<file path="config.mk">
export PLATFORM = sky130hd
export DESIGN_NAME = sdr_wb_bist_master_flat
export DESIGN_NICKNAME = d
export VERILOG_FILES = /design/src/rtl/sdr_bist_pkg.sv /design/src/rtl/sdr_wb_bist_master_if.sv /design/src/rtl/sdr_bist_pattern.sv /design/src/rtl/sdr_wb_bist_master.sv /design/src/flat_wrapper.sv
export SDC_FILE = /design/constraint.sdc
export NUM_CORES = 1
export LEC_CHECK = 0
export BUFFER_PORTS_ARGS = -buffer_cell sky130_fd_sc_hd__buf_2
export CORE_ASPECT_RATIO = 2
export CORE_UTILIZATION = 50
export CTS_CLUSTER_SIZE = 25
export DETAILED_ROUTE_END_ITERATION = 8
export GPL_TIMING_DRIVEN = 1
export PLACE_DENSITY = 0.72
export SYNTH_ARGS = -nofsm -noshare
export SYNTH_HDL_FRONTEND = slang
export SYNTH_SLANG_ARGS = --single-unit
</file>
<file path="constraint.sdc">
create_clock -name wb_clk_i -period 6.3 [get_ports wb_clk_i]
set_input_delay 0.63 -clock wb_clk_i [delete_from_list [all_inputs] [get_ports wb_clk_i]]
set_output_delay 0.63 -clock wb_clk_i [all_outputs]
set_load 0.05 [all_outputs]
</file>
<file path="src/rtl/sdr_bist_pkg.sv">
// Shared constants for the SDRAM Wishbone BIST master: FSM encodings, pattern
// modes, cycle-type codes and the LFSR definition.
package sdr_bist_pkg;

  localparam logic [2:0] ST_IDLE     = 3'd0;
  localparam logic [2:0] ST_WR_BURST = 3'd1;
  localparam logic [2:0] ST_WR_GAP   = 3'd2;
  localparam logic [2:0] ST_RD_BURST = 3'd3;
  localparam logic [2:0] ST_RD_GAP   = 3'd4;
  localparam logic [2:0] ST_FINISH   = 3'd5;

  localparam logic [1:0] MODE_INCR = 2'b00;
  localparam logic [1:0] MODE_LFSR = 2'b01;
  localparam logic [1:0] MODE_ADDR = 2'b10;
  localparam logic [1:0] MODE_WALK = 2'b11;

  localparam logic [2:0] CTI_CLASSIC = 3'b000;
  localparam logic [2:0] CTI_INCR    = 3'b010;
  localparam logic [2:0] CTI_EOB     = 3'b111;

  // Right-shifting Galois form of x^32+x^22+x^2+x+1.
  localparam logic [31:0] LFSR_POLY = 32'h8020_0003;
  localparam logic [31:0] LFSR_SEED = 32'hACE1_0001;

  function automatic logic [31:0] lfsr_next(input logic [31:0] s);
    return s[0] ? ((s >> 1) ^ LFSR_POLY) : (s >> 1);
  endfunction

endpackage

</file>
<file path="src/rtl/sdr_wb_bist_master_if.sv">
// Wishbone burst bus between the BIST master and the SDRAM controller slave port.
interface sdr_wb_bist_master_if #(
  parameter int DW = 32,
  parameter int AW = 26
);
  logic            wb_cyc_o;
  logic            wb_stb_o;
  logic            wb_we_o;
  logic [AW-1:0]   wb_addr_o;
  logic [DW-1:0]   wb_dat_o;
  logic [DW/8-1:0] wb_sel_o;
  logic [2:0]      wb_cti_o;
  logic            wb_ack_i;
  logic [DW-1:0]   wb_dat_i;

  modport master (
    output wb_cyc_o, wb_stb_o, wb_we_o, wb_addr_o, wb_dat_o, wb_sel_o, wb_cti_o,
    input  wb_ack_i, wb_dat_i
  );

  modport slave (
    input  wb_cyc_o, wb_stb_o, wb_we_o, wb_addr_o, wb_dat_o, wb_sel_o, wb_cti_o,
    output wb_ack_i, wb_dat_i
  );
endinterface

</file>
<file path="src/rtl/sdr_bist_pattern.sv">
// Test-pattern generator shared by the write and read-compare phases; the
// read phase reseeds it so the same sequence is regenerated as expectation.
module sdr_bist_pattern
  import sdr_bist_pkg::*;
#(
  parameter int DW = 32,
  parameter int AW = 26
) (
  input  logic          clk,
  input  logic          rst,
  input  logic          seed,
  input  logic          step,
  input  logic [1:0]    mode,
  input  logic [31:0]   beat_idx,
  input  logic [AW-1:0] addr,
  output logic [DW-1:0] data
);

  logic [31:0] lfsr_q;
  logic [31:0] addr_ext;
  logic [31:0] core;

  always_ff @(posedge clk or posedge rst) begin
    if (rst)       lfsr_q <= LFSR_SEED;
    else if (seed) lfsr_q <= LFSR_SEED;
    else if (step) lfsr_q <= lfsr_next(lfsr_q);
  end

  if (AW >= 32) begin : g_addr_wide
    assign addr_ext = addr[31:0];
  end else begin : g_addr_narrow
    assign addr_ext = {{(32-AW){1'b0}}, addr};
  end

  always_comb begin
    core = beat_idx;
    case (mode)
      MODE_INCR: core = beat_idx;
      MODE_LFSR: core = lfsr_q;
      MODE_ADDR: core = addr_ext;
      default:   core = 32'd1 << beat_idx[4:0];
    endcase
  end

  // The 32-bit core value is replicated to fill buses wider than 32 bits.
  if (DW > 32) begin : g_dat_wide
    assign data = {core[DW-33:0], core};
  end else begin : g_dat_narrow
    assign data = core[DW-1:0];
  end

endmodule

</file>
<file path="src/rtl/sdr_wb_bist_master.sv">
// Wishbone burst BIST master: writes a patterned region into the SDRAM
// controller, reads it back and counts mismatching beats.
//
// state     | meaning
// IDLE      | waiting for start (one launch cycle after an accepted start)
// WR_BURST  | write burst in flight, cyc/stb/we high
// WR_GAP    | one idle bus cycle between write bursts / before read phase
// RD_BURST  | read burst in flight, each ack compared against pattern
// RD_GAP    | one idle bus cycle between read bursts / before finish
// FINISH    | done pulse, pass valid
module sdr_wb_bist_master
  import sdr_bist_pkg::*;
#(
  parameter int DW  = 32,
  parameter int AW  = 26,
  parameter int BLW = 5,
  parameter int NBW = 16
) (
  input  logic                 wb_clk_i,
  input  logic                 wb_rst_i,
  input  logic                 start,
  input  logic [AW-1:0]        cfg_start_addr,
  input  logic [BLW-1:0]       cfg_bl,
  input  logic [NBW-1:0]       cfg_nburst,
  input  logic [1:0]           cfg_mode,
  output logic                 busy,
  output logic                 done,
  output logic                 pass,
  output logic [31:0]          err_cnt,
  output logic [AW-1:0]        first_err_addr,
  sdr_wb_bist_master_if.master wb
);

  localparam logic [AW-1:0] ADDR_STEP = AW'(DW / 8);

  logic [2:0]     state_q, state_d;
  logic           launch_q;
  logic [AW-1:0]  start_addr_q;
  logic [AW-1:0]  addr_q;
  logic [BLW-1:0] bl_rld_q;
  logic [BLW-1:0] beat_left_q;
  logic [NBW-1:0] nburst_q;
  logic [NBW-1:0] burst_left_q;
  logic [1:0]     mode_q;
  logic [31:0]    beat_idx_q;
  logic [31:0]    err_cnt_q;
  logic [AW-1:0]  first_err_q;
  logic           pass_q;

  logic           accept;
  logic           in_burst;
  logic           beat_ack;
  logic           rd_ack;
  logic           last_beat;
  logic           in_gap;
  logic           rd_reseed;
  logic           mismatch;
  logic [BLW-1:0] bl_last_d;
  logic [DW-1:0]  pat_data;

  // A start landing on the done cycle sees state FINISH and is dropped; the
  // launch cycle also blocks a second start before the FSM leaves IDLE.
  assign accept    = start && (state_q == ST_IDLE) && !launch_q;
  assign in_burst  = (state_q == ST_WR_BURST) || (state_q == ST_RD_BURST);
  assign in_gap    = (state_q == ST_WR_GAP) || (state_q == ST_RD_GAP);
  assign beat_ack  = in_burst && wb.wb_ack_i;
  assign rd_ack    = (state_q == ST_RD_BURST) && wb.wb_ack_i;
  assign last_beat = (beat_left_q == '0);
  assign rd_reseed = (state_q == ST_WR_GAP) && (burst_left_q == '0);
  assign bl_last_d = (cfg_bl == '0) ? '0 : cfg_bl - 1'b1;
  assign mismatch  = (wb.wb_dat_i != pat_data);

  sdr_bist_pattern #(.DW(DW), .AW(AW)) u_pattern (
    .clk      (wb_clk_i),
    .rst      (wb_rst_i),
    .seed     (accept || rd_reseed),
    .step     (beat_ack),
    .mode     (mode_q),
    .beat_idx (beat_idx_q),
    .addr     (addr_q),
    .data     (pat_data)
  );

  always_comb begin
    state_d = state_q;
    case (state_q)
      ST_IDLE:     if (launch_q) state_d = (nburst_q == '0) ? ST_FINISH : ST_WR_BURST;
      ST_WR_BURST: if (wb.wb_ack_i && last_beat) state_d = ST_WR_GAP;
      ST_WR_GAP:   state_d = (burst_left_q != '0) ? ST_WR_BURST : ST_RD_BURST;
      ST_RD_BURST: if (wb.wb_ack_i && last_beat) state_d = ST_RD_GAP;
      ST_RD_GAP:   state_d = (burst_left_q != '0) ? ST_RD_BURST : ST_FINISH;
      ST_FINISH:   state_d = ST_IDLE;
      default:     state_d = ST_IDLE;
    endcase
  end

  always_ff @(posedge wb_clk_i or posedge wb_rst_i) begin
    if (wb_rst_i) state_q <= ST_IDLE;
    else          state_q <= state_d;
  end

  always_ff @(posedge wb_clk_i or posedge wb_rst_i) begin
    if (wb_rst_i) begin
      launch_q     <= 1'b0;
      start_addr_q <= '0;
      addr_q       <= '0;
      bl_rld_q     <= '0;
      beat_left_q  <= '0;
      nburst_q     <= '0;
      burst_left_q <= '0;
      mode_q       <= MODE_INCR;
      beat_idx_q   <= '0;
      err_cnt_q    <= '0;
      first_err_q  <= '0;
      pass_q       <= 1'b0;
    end else begin
      launch_q <= accept;

      if (accept) begin
        start_addr_q <= cfg_start_addr;
        addr_q       <= cfg_start_addr;
        bl_rld_q     <= bl_last_d;
        beat_left_q  <= bl_last_d;
        nburst_q     <= cfg_nburst;
        mode_q       <= cfg_mode;
        beat_idx_q   <= '0;
        err_cnt_q    <= '0;
        first_err_q  <= '0;
        pass_q       <= 1'b0;
      end

      if (launch_q) burst_left_q <= nburst_q - 1'b1;

      if (beat_ack) begin
        addr_q     <= addr_q + ADDR_STEP;
        beat_idx_q <= beat_idx_q + 32'd1;
        if (!last_beat) beat_left_q <= beat_left_q - 1'b1;
      end

      if (in_gap) begin
        beat_left_q <= bl_rld_q;
        if (burst_left_q != '0) burst_left_q <= burst_left_q - 1'b1;
        else                    burst_left_q <= nburst_q - 1'b1;
      end

      // Read phase walks the same region with the same beat numbering.
      if (rd_reseed) begin
        addr_q     <= start_addr_q;
        beat_idx_q <= '0;
      end

      if (rd_ack && mismatch) begin
        if (err_cnt_q != '1) err_cnt_q <= err_cnt_q + 32'd1;
        if (err_cnt_q == '0) first_err_q <= addr_q;
      end

      if ((state_d == ST_FINISH) && (state_q != ST_FINISH)) pass_q <= (err_cnt_q == '0);
    end
  end

  assign busy           = (state_q != ST_IDLE);
  assign done           = (state_q == ST_FINISH);
  assign pass           = pass_q;
  assign err_cnt        = err_cnt_q;
  assign first_err_addr = first_err_q;

  assign wb.wb_cyc_o  = in_burst;
  assign wb.wb_stb_o  = in_burst;
  assign wb.wb_we_o   = (state_q == ST_WR_BURST);
  assign wb.wb_addr_o = addr_q;
  assign wb.wb_dat_o  = (state_q == ST_WR_BURST) ? pat_data : '0;
  assign wb.wb_sel_o  = '1;
  assign wb.wb_cti_o  = !in_burst ? CTI_CLASSIC : (last_beat ? CTI_EOB : CTI_INCR);

endmodule

</file>
<file path="src/flat_wrapper.sv">
// flat-port wrapper written by rule: the top's interface ports become plain ports
module sdr_wb_bist_master_flat import sdr_bist_pkg::*;
#(
  parameter int DW  = 32,
  parameter int AW  = 26,
  parameter int BLW = 5,
  parameter int NBW = 16
)
  (wb_clk_i, wb_rst_i, start, cfg_start_addr, cfg_bl, cfg_nburst, cfg_mode, busy, done, pass, err_cnt, first_err_addr, wb_wb_cyc_o, wb_wb_stb_o, wb_wb_we_o, wb_wb_addr_o, wb_wb_dat_o, wb_wb_sel_o, wb_wb_cti_o, wb_wb_ack_i, wb_wb_dat_i);
  sdr_wb_bist_master_if #(.DW(DW), .AW(AW)) wb_i ();
  input  logic wb_clk_i;
  input  logic wb_rst_i;
  input  logic start;
  input  logic [AW-1:0] cfg_start_addr;
  input  logic [BLW-1:0] cfg_bl;
  input  logic [NBW-1:0] cfg_nburst;
  input  logic [1:0] cfg_mode;
  output logic busy;
  output logic done;
  output logic pass;
  output logic [31:0] err_cnt;
  output logic [AW-1:0] first_err_addr;
  output wire logic [$bits(wb_i.wb_cyc_o)-1:0] wb_wb_cyc_o;
  output wire logic [$bits(wb_i.wb_stb_o)-1:0] wb_wb_stb_o;
  output wire logic [$bits(wb_i.wb_we_o)-1:0] wb_wb_we_o;
  output wire logic [$bits(wb_i.wb_addr_o)-1:0] wb_wb_addr_o;
  output wire logic [$bits(wb_i.wb_dat_o)-1:0] wb_wb_dat_o;
  output wire logic [$bits(wb_i.wb_sel_o)-1:0] wb_wb_sel_o;
  output wire logic [$bits(wb_i.wb_cti_o)-1:0] wb_wb_cti_o;
  input wire logic [$bits(wb_i.wb_ack_i)-1:0] wb_wb_ack_i;
  input wire logic [$bits(wb_i.wb_dat_i)-1:0] wb_wb_dat_i;
  assign wb_wb_cyc_o = wb_i.wb_cyc_o;
  assign wb_wb_stb_o = wb_i.wb_stb_o;
  assign wb_wb_we_o = wb_i.wb_we_o;
  assign wb_wb_addr_o = wb_i.wb_addr_o;
  assign wb_wb_dat_o = wb_i.wb_dat_o;
  assign wb_wb_sel_o = wb_i.wb_sel_o;
  assign wb_wb_cti_o = wb_i.wb_cti_o;
  assign wb_i.wb_ack_i = wb_wb_ack_i;
  assign wb_i.wb_dat_i = wb_wb_dat_i;
  sdr_wb_bist_master #(.DW(DW), .AW(AW), .BLW(BLW), .NBW(NBW)) u_core (.wb_clk_i(wb_clk_i), .wb_rst_i(wb_rst_i), .start(start), .cfg_start_addr(cfg_start_addr), .cfg_bl(cfg_bl), .cfg_nburst(cfg_nburst), .cfg_mode(cfg_mode), .busy(busy), .done(done), .pass(pass), .err_cnt(err_cnt), .first_err_addr(first_err_addr), .wb(wb_i));
endmodule
</file>
==> results of run 1 <==
## per-stage QoR
stage | power, mW | hold slack [ns] | std cells | instance area, um2 | utilization (%)
floorplan | 3.708 | 0.4374 | 1612 | 13500 | -
global placement | 4.330 | 0.4580 | 2067 | 14520 | 55.03
detailed placement | 4.368 | 0.4612 | 2067 | 14520 | 55.03
CTS | 5.783 | 0.2840 | 2107 | 15270 | 57.89
global route | 6.043 | 0.2978 | 2107 | 15270 | 57.89
finish | 5.777 | 0.2944 | 2107 | 15270 | 57.89
## cell families (layout without fill, tap and decap cells)
logic type | after synthesis | after routing
AND/OR/NAND/NOR | 743 | 743
AO/OA/AOI/OAI | 324 | 324
flip-flops | 223 | 223
buffers and inverters | 165 | 316
XOR/XNOR | 74 | 74
multiplexers | 64 | 64
adder cells (fa/ha/maj) | 15 | 15
other | 1 | 4
## cells in the final DEF, fill, tap and decap left out, drive strengths merged, types with 15 or more instances in the layout
cell    instances
o31ai          16
a31oi          20
nand2         336
and2           30
a21oi          71
a211oi         23
nor3           29
nor2          138
buf           222
o21ai         101
nand4          27
xnor2          30
and3           21
ha             15
clkbuf         26
dfrtp         214
xor2           44
o221ai         18
inv            53
nand3b         16
nor4           23
mux2i          54
nand3          58
## worst max-delay path, stage by stage (launching register included)
cell and delay (ns):
dfrtp_1 0.53, nor2b_1 0.85, nand2b_1 0.65, inv_1 0.64, and2_1 0.29, buf_2 0.29
## routing by layer
metal	up-vias	share of wire (%)	global-route usage (%)
li1	5901	-	-
met1	6252	35	33.76
met2	549	51	57.56
met3	161	4.8	3.016
met4	0	8.7	26.04
met5	-	0	0
## state kept, by name, indices dropped and copies added (netlist names), 5 cells and up
register                 cells
u_core.start_addr_q         26
u_core.burst_left_q         16
u_core.first_err_addr       26
u_core.bl_rld_q              5
u_core.beat_idx_q           32
u_core.beat_left_q           5
u_core.nburst_q             16
u_core.wb.wb_addr_o         26
u_core.u_pattern.lfsr_q     32
u_core.err_cnt              32
## worst max-delay path by stage
stage                            from                        end  slack (ns)
floorplan                    wb_rst_i       u_core.beat_idx_q[0]        2.77
global placement     u_core.mode_q[1]  u_core.first_err_addr[22]        2.19
detailed placement   u_core.mode_q[1]   u_core.first_err_addr[3]        2.07
CTS                 u_core.state_q[0]             wb_wb_dat_o[8]        1.95
global route         u_core.mode_q[1]   u_core.first_err_addr[4]        1.64
finish              u_core.state_q[0]             wb_wb_dat_o[8]        1.88
## power by group
group	internal (mW)	switching, mW
Combinational	0.644	1.60
Sequential	1.71	0.418
Clock	0.813	0.594
## area by class of cell
class	count	area (um2)	area share, %
multi-input combinational	1224	7128	46.67
sequential	223	5594	36.63
timing repair buffer	222	1156	7.570
clock buffer	26	606.8	3.973
tap	344	430.4	2.818
inverter	54	209.0	1.368
clock inverter	14	147.6	0.9667
==> run_results.csv, run 1 <==
group,metric,value,unit
yosys,synth_edf_count,0,
clocking,ctsResizeCount,0,
critical_path,r2r_end,"u_core.first_err_addr[4]",
routing,drtPass1Iterations,6,
routing,ant_nets,0,
clocking,cts_buffer_depth,3,
min_path,hp-class,"primary input to flop",
routing,drt-total-wl,44.58,mm
yosys,postSynth.asyncResetShare,100.0,%
sta,finalHoldViolations,0,
yosys,yosys.cell_types.count,75,
clocking,cts.htree.levels,1,
yosys,muxShareOfSynthArea,5.343,%
floorplan,start_util,51.13,%
clocking,cts_tree,"done",
yosys,synth_area,13490,um2
yosys,avgSynthCellArea,8.384,um2
layout,nets,1847,
critical_path,end_kind,"output pin",
clocking,clkTransAtPathRegs,0.07,ns
min_path,min_to,"u_core.nburst_q[6]",
floorplan,dieArea,27680,um2
global_route,overflow,0,
power,leakagePower,7.498,nW
yosys,synth.area.top_cells,"dfrtp_1, nand2_1, mux2i_1, nor2_1, o21ai_0",
yosys,synth_top_family_by_area,"simple AND/OR/NAND/NOR gates",
clocking,post-cts-setup-buffer-count,0,
critical_path,arrival,3.79,ns
global_route,grt_pass1_vias,12410,
clocking,cts_buffers,22,
floorplan,die_h,234.3,um
yosys,synthAdderAreaFrac,1.391,%
sta,fmax,226.3,MHz
yosys,synth-compound-area-share,15.31,%
yosys,synth-xor-area-share,4.805,%
sta,rsz0062_at_grt,"false",
critical_path,critical_path_required,5.67,ns
floorplan,die_w,118.1,um
sta,min_period,4.419,ns
yosys,ys_seq_area_share,41.45,%
sta,tightest_slew,1.165,ns
yosys,synth_ff_type,"dfrtp_1",
critical_path,crit_fanout,21,
min_path,holdCritStartpoint,"cfg_nburst[6]",
yosys,synth.top_cell.area_share,39.70,%
layout,layout-drive-gt1-share,16.96,%
power,ir_worst_vdd,0.0002559,V
critical_path,critPathKind,"flop to output pin",
global_route,grtUsageTotal,31.91,%
floorplan,core-area,26380,um2
yosys,post-synth-top-count-cell,"nand2_1",
power,power.density,378.3,nW/um2
floorplan,io_pins,214,
yosys,synth_common_cells,"nand2_1, dfrtp_1, nor2_1",
run_status,status,"complete, no violations",
routing,viasPerCell,6.105,
sta,slew_viol_final,0,
routing,vias,12860,
yosys,synth_area_leader_cell,"dfrtp_1",
yosys,ys_warn_count,0,
critical_path,r2r-start,"u_core.mode_q[1]",
sta,finClkSkew,0.01399,ns
routing,drtIter0Drc,1209,
clocking,cts-hold-fix-buffers,0,
sta,fin_crit_sh,70.15,%
placed_design,dp_slack,2.069,ns
sta,tns,0,ns
routing,wl_per_cell,21.16,um
global_route,grt_pass1_wl,68.14,mm
clocking,clockRootBuffer,"clkbuf_16",
placed_design,portBuffers,209,
layout,area_growth,13.22,%
yosys,syn_inst,1609,
layout,n_fill_cell,2451,
sta,setup_viol,0,
global_route,grt_start_max_net_pins,178,
min_path,whs_path_depth,3,
clocking,insertion_delay,0.53,ns
yosys,synth-seq-cells,223,
placed_design,hpwlAfterDp,32.43,mm
yosys,synthSimpleGateAreaFrac,25.83,%
critical_path,reg2regPathDepth,9,
floorplan,rows,84,
sta,fin_ws,1.881,ns
routing,drc,0,
run,maxCapViolCount,0,
layout,n_antenna_cell,0,
sta,relSlewSlack,22.35,%
placed_design,gp_congestion,1.051,
global_route,antenna_found_initial,1,
clocking,numClockSinks,223,
critical_path,r2r_setup_slack,2.01,ns
critical_path,cp-start-kind,"flop",
(Power assumes the default switching activity.)
==> inputs of run 2 (changes only) <==
ABC_AREA = 1   (was unset)
PLACE_DENSITY = 0.68   (was 0.72)
clock period = 4.2 ns   (was 6.3 ns; I/O delays follow)
==> run 2 against run 1 <==
  * Highest routed layer is now met5
  * Core utilization hardly changed
  * Critical endpoint is now u_core.first_err_addr[9]
  * Clock power increased by 54%
  * First-iteration DRC count is 0.41% higher
  * Sequential share of layout area shrank 3.3 points
  * Non-clock buffer count rose by 7
  * Wire length increased by 19%
  * Global-route usage rose by 3.3 points
  * Sequential cell count unchanged
  * Largest power group unchanged
  * Critical path depth is 11 higher
  * Via count is 21% higher
  * Total power increased by 78%
  * Hold slack worse by 0.26 ns
==> run_results.csv, run 2 <==
group,metric,value,unit
critical_path,end_kind,"flop",
run_status,status,"complete, no violations",
floorplan,die_w,123.5,um
routing,drc,0,
yosys,synth.area.top_cells,"dfrtp_1, nand2_1, nand3_1, inv_1, o21ai_0",
placed_design,portBuffers,209,
yosys,synth_area_leader_cell,"dfrtp_1",
power,ir_worst_vdd,0.0004052,V
floorplan,rows,88,
yosys,synth-seq-cells,223,
routing,ant_nets,0,
yosys,synth.top_cell.area_share,36.27,%
power,combPwrFrac,46.0,%
run,maxCapViolCount,0,
global_route,grt_pass1_wl,80.30,mm
sta,setup_viol,0,
floorplan,io_pins,214,
routing,wl_per_cell,19.18,um
sta,finClkSkew,0.03752,ns
critical_path,r2r_setup_slack,1.03,ns
global_route,grtUsageTotal,35.16,%
clocking,cts.htree.levels,1,
sta,min_period,3.167,ns
placed_design,hpwlAfterDp,39.07,mm
floorplan,die_h,245.0,um
power,power.density,612.7,nW/um2
min_path,hp-class,"primary input to asynchronous set/reset pin",
power,p_sw,5.068,mW
floorplan,dieArea,30270,um2
clocking,clockRootBuffer,"clkbuf_16",
power,leakagePower,8.578,nW
critical_path,critical_path_required,4.66,ns
sta,fmax,315.8,MHz
sta,fin_ws,1.033,ns
layout,design_area,16760,um2
clocking,cts_buffers,23,
yosys,ys_seq_area_share,37.87,%
critical_path,path_common_cell,"nand2_1",
layout,layout-drive-gt1-share,12.65,%
sta,tightest_slew,0.7573,ns
critical_path,cpPeakStageDelay,0.40,ns
power,p_clk_share,21.1,%
global_route,overflow,0,
layout,nets,2487,
layout,final_cell_mix,"nand2_1, inv_1, nor2_1",
clocking,insertion_delay,0.56,ns
clocking,cts_buffer_depth,3,
clocking,cts-hold-fix-buffers,0,
critical_path,critPathKind,"flop to flop",
yosys,avgSynthCellArea,6.598,um2
sta,finalHoldViolations,0,
yosys,syn_inst,2238,
layout,final_core_util,57.89,%
global_route,grt_pass1_vias,14960,
yosys,synth_edf_count,0,
critical_path,path_cells,"buf_4, nand2_1, inv_2, o21ai_0, nand3_1, nand2_1, clkinv_1, nand2_1, nor2_1, nand3_1, nor2_1, nand2_2, nand2_2, buf_12, nand2_1, nand2_1",
routing,drtIter0Drc,1214,
sta,slew_viol_final,0,
clocking,post-cts-setup-buffer-count,0,
routing,vias,15590,
layout,fin_cells,2765,
floorplan,core-area,28960,um2
routing,drt-total-wl,53.03,mm
critical_path,reg2regPathDepth,16,
yosys,post-synth-top-count-cell,"nand2_1",
yosys,yosys.cell_types.count,45,
power,swShare,49.34,%
placed_design,gp_congestion,1.023,
routing,viasPerCell,5.638,
critical_path,cp-start-kind,"flop",
yosys,synth_common_cells,"nand2_1, inv_1, nor2_1",
critical_path,arrival,3.62,ns
sta,tns,0,ns
yosys,synth_area,14770,um2
layout,layout_commonest_cell,"nand2_1",
yosys,postSynth.asyncResetShare,100.0,%
power,p_seq_share,32.9,%
sta,relSlewSlack,49.39,%
layout,area_growth,13.51,%
clocking,cts_tree,"done",
floorplan,start_util,50.99,%
critical_path,r2r-start,"u_core.mode_q[0]",
yosys,ys_warn_count,0,
yosys,synth_ff_type,"dfrtp_1",
critical_path,slowest_stage,"buf_4",
placed_design,dp_cells,2722,
placed_design,dp_slack,1.105,ns
clocking,numClockSinks,223,
routing,drtPass1Iterations,6,
critical_path,r2r_end,"u_core.first_err_addr[9]",
global_route,antenna_found_initial,3,
critical_path,crit_fanout,42,
placed_design,placed_area,15990,um2
clocking,clkTransAtPathRegs,0.07,ns
layout,n_fill_cell,2878,
clocking,ctsResizeCount,0,
sta,rsz0062_at_grt,"false",
power,intPower,5.203,mW
global_route,grt_start_max_net_pins,124,
sta,fin_crit_sh,75.40,%
-- run 2: cell types whose count changed after synthesis, sizes merged, moves of 54 or more --
cell / before / now
nand2: 336 / 682
mux2i: 54 / 0
o21ai: 101 / 216
nor2: 138 / 238
nand3: 58 / 212
inv: 54 / 279
-- run 2: power groups by stage --
stage | clock network (mW) | registers [mW] | logic, mW
after floorplan | 0 | 3.55 | 3.07
after global placement | 0 | 3.38 | 4.61
after detailed placement | 0 | 3.38 | 4.69
after CTS | 2.19 | 3.35 | 4.70
after global routing | 2.27 | 3.42 | 5.19
final | 2.17 | 3.38 | 4.73
-- run 2: per-layer routing --
metal / share of wire, % / track usage [%]
met4: 8.7 / 27.14
met5: 0.025 / 0
met2: 52 / 63.64
met3: 5.4 / 4.600
met1: 34 / 35.33
-- run 2: kinds of logic (layout without fill, tap and decap cells) --
group | Yosys count | count (layout) | synth area share, %
AO/OA/AOI/OAI | 346 | 346 | 13.07
buffers and inverters | 389 | 552 | 10.65
flip-flops | 223 | 223 | 37.87
multiplexers | 1 | 1 | 0.07625
AND/OR/NAND/NOR | 1215 | 1215 | 34.20
XOR/XNOR | 48 | 48 | 2.847
adder cells (fa/ha/maj) | 15 | 15 | 1.271
other | 1 | 5 | 0.02540
-- run 2: final cells by class --
class                           instances  area [um2]  share of cell area [%]
Multi-Input combinational cell       1629        7624                   45.48
Sequential cell                       223        5592                   33.36
Timing Repair Buffer                  229        1259                   7.509
Inverter                              281        1061                   6.330
Clock buffer                           34       666.9                   3.979
Tap cell                              360       450.4                   2.687
Clock inverter                          8       107.6                  0.6419
Antenna cell                            1       2.502                 0.01493
-- run 2: worst max-delay path, delay by kind of cell (launching register included) --
kind / cells / cell delay (ns)
AO/OA/AOI/OAI: 1 / 0.26
AND/OR/NAND/NOR: 11 / 1.32
buffers and inverters: 4 / 1.07
flip-flops: 1 / 0.39
-- run 2: worst max-delay path by stage --
stage / from / to / slack, ns / cells past startpoint
finish: u_core.mode_q[0] / u_core.first_err_addr[9] / 1.03 / 16
global route: u_core.mode_q[0] / u_core.first_err_addr[11] / 0.66 / 16
CTS: u_core.mode_q[0] / u_core.err_cnt[18] / 1.05 / 16
detailed placement: u_core.mode_q[0] / u_core.err_cnt[18] / 1.11 / 16
global placement: u_core.mode_q[0] / u_core.err_cnt[25] / 1.14 / 16
floorplan: wb_rst_i / u_core.beat_idx_q[0] / 0.88 / 1
-- run 2: metrics by stage --
stage / hold slack [ns] / total power, mW
detailed placement: 0.4655 / 8.064
global placement: 0.4627 / 7.986
CTS: 0.05767 / 10.24
finish: 0.03592 / 10.27
floorplan: 0.4491 / 6.613
global route: 0.08597 / 10.88
==> inputs of run 3 (changes only) <==
clock period = 3.1 ns   (was 4.2 ns; I/O delays follow)
==> run 3 against run 2 <==
  * Via count rose by 2.0%
  * Critical path depth decreased by 10
  * Final cell count grew 1.6%
  * Total power grew 39%
  * Non-clock buffer count up 46
  * Core utilization grew 1.7 points
  * First-iteration DRC count down 15%
  * Sequential share of layout area is 0.93 points lower
  * Worst setup slack lost 0.90 ns
==> run_results.csv, run 3 (synthesized netlist as in run 2, its figures left out) <==
group,metric,value,unit
sta,slew_viol_final,0,
sta,min_period,2.967,ns
global_route,grtUsageTotal,35.82,%
routing,vias,15900,
floorplan,rows,88,
global_route,antenna_found_initial,0,
clocking,post-cts-setup-buffer-count,0,
placed_design,gp_congestion,1.085,
power,leakagePower,8.829,nW
placed_design,hpwlAfterDp,40.40,mm
layout,final_cell_mix,"nand2_1, inv_1, nor2_1",
layout,design_area,17240,um2
sta,finalHoldViolations,0,
floorplan,dieArea,30270,um2
layout,n_antenna_cell,0,
run,maxCapViolCount,0,
layout,fin_cells,2810,
critical_path,arrival,2.66,ns
critical_path,path_cells,"inv_1, nand3_1, o21bai_1, nand2_1, nor2_1, buf_2",
clocking,insertion_delay,0.54,ns
layout,layout-drive-gt1-share,13.84,%
routing,ant_nets,0,
clocking,cts_buffer_depth,3,
placed_design,portBuffers,209,
floorplan,start_util,50.99,%
critical_path,crit_fanout,15,
global_route,grt_pass1_wl,82.23,mm
layout,nets,2533,
power,power.density,827.6,nW/um2
sta,setup_viol,0,
critical_path,r2r_setup_slack,0.22,ns
power,total_power,14.27,mW
floorplan,die_h,245.0,um
critical_path,r2r-start,"u_core.beat_idx_q[3]",
sta,fmax,337.0,MHz
critical_path,critPathKind,"flop to output pin",
critical_path,cpLargestDelayFamily,"buffers and inverters",
sta,finClkSkew,0.01848,ns
layout,area_growth,16.76,%
floorplan,io_pins,214,
routing,drtPass1Iterations,7,
clocking,ctsResizeCount,0,
critical_path,critical_path_required,2.79,ns
critical_path,r2r_end,"u_core.first_err_addr[6]",
floorplan,die_w,123.5,um
sta,fin_crit_sh,95.72,%
layout,layout_commonest_cell,"nand2_1",
clocking,numClockSinks,223,
floorplan,core-area,28960,um2
routing,drc,0,
critical_path,path_buf_inv,2,
sta,whs,0.01356,ns
routing,drt-total-wl,53.41,mm
min_path,holdCritStartpoint,"cfg_start_addr[13]",
clocking,cts_tree,"done",
critical_path,reg2regPathDepth,14,
critical_path,cpPeakStageDelay,0.53,ns
global_route,grt_start_max_net_pins,81,
placed_design,dp_cells,2752,
routing,viasPerCell,5.659,
routing,wl_per_cell,19.01,um
clocking,clockRootBuffer,"clkbuf_16",
clocking,cts.htree.levels,1,
sta,tightest_slew,1.135,ns
min_path,hp-class,"primary input to flop",
critical_path,end_kind,"output pin",
sta,relSlewSlack,24.30,%
clocking,cts_buffers,23,
critical_path,cp-start-kind,"flop",
placed_design,dp_slack,0.3061,ns
power,ir_worst_vdd,0.0006128,V
critical_path,slowest_stage,"dfrtp_1",
sta,fin_ws,0.1326,ns
placed_design,placed_area,16270,um2
clocking,clkTransAtPathRegs,0.07,ns
critical_path,path_depth,6,
sta,rsz0062_at_grt,"false",
routing,drtIter0Drc,1033,
global_route,grt_pass1_vias,15490,
critical_path,cp-startpoint,"u_core.beat_idx_q[3]",
run_status,status,"complete, no violations",
critical_path,crit_end,"wb_wb_dat_o[18]",
global_route,overflow,0,
## run 3: cell count changes in the layout (fill, tap and decap cells not counted), moves of 2 or more
cell           previous run  this run
buf_12                    5         9
buf_4                    15        41
bufinv_16                 2         4
clkbuf_1                  6         2
dlygate4sd3_1             0        16
## run 3: worst reg2reg max path: cells and delay by family (launching register included)
kind / cells / cell delay [ns]
flip-flops: 1 / 0.53
AND/OR/NAND/NOR: 11 / 1.30
buffers and inverters: 2 / 0.62
AO/OA/AOI/OAI: 1 / 0.39
## run 3: per-layer routing
| metal | track usage (%) | part of all wire [%] | vias to the layer above | wire (um) |
|---|---|---|---|---|
| li1 | - | - | 7565 | - |
| met4 | 30.69 | 9.8 | 0 | 5212 |
| met3 | 3.625 | 4.9 | 200 | 2599 |
| met1 | 36.19 | 34 | 7513 | 17970 |
| met2 | 63.95 | 52 | 624 | 27620 |
| met5 | 0 | 0 | - | 0 |
## run 3: final cells by class
type,count,area [um2]
fill,2867,11720
multi-input combinational,1629,7629
sequential,223,5592
timing repair buffer,275,1694
inverter,281,1061
clock buffer,29,638.1
tap,360,450.4
clock inverter,13,177.7
## run 3: worst min path at each step
| stage | end | slack (ns) | cells past startpoint |
|---|---|---|---|
| 4_1_cts | u_core.nburst_q[8] | 0.004 | 3 |
| 5_1_grt | u_core.start_addr_q[13] | 0.01 | 3 |
| 3_5_place_dp | u_core.start_addr_q[22] | 0.46 | 2 |
| 2_1_floorplan | u_core.nburst_q[13] | 0.42 | 2 |
| 3_3_place_gp | u_core.start_addr_q[20] | 0.46 | 2 |
| 6_report | u_core.start_addr_q[13] | 0.01 | 3 |
## run 3: through the flow
step / util [%] / setup TNS [ns]
floorplan: - / -24.12
global placement: 56.17 / 0
detailed placement: 56.17 / 0
CTS: 59.54 / 0
global route: 59.54 / 0
finish: 59.54 / 0
## run 3: report_power, final
group / internal, mW / switching [mW]
combinational: 1.83 / 4.91
clock: 1.80 / 1.27
sequential: 3.69 / 0.777
total: 7.32 / 6.95
## run 3: repair_timing
item | in CTS | in global routing
setup endpoints to repair | 0 | 0
endpoints found under the hold margin | 39 | 0
hold buffers | 16 | 0
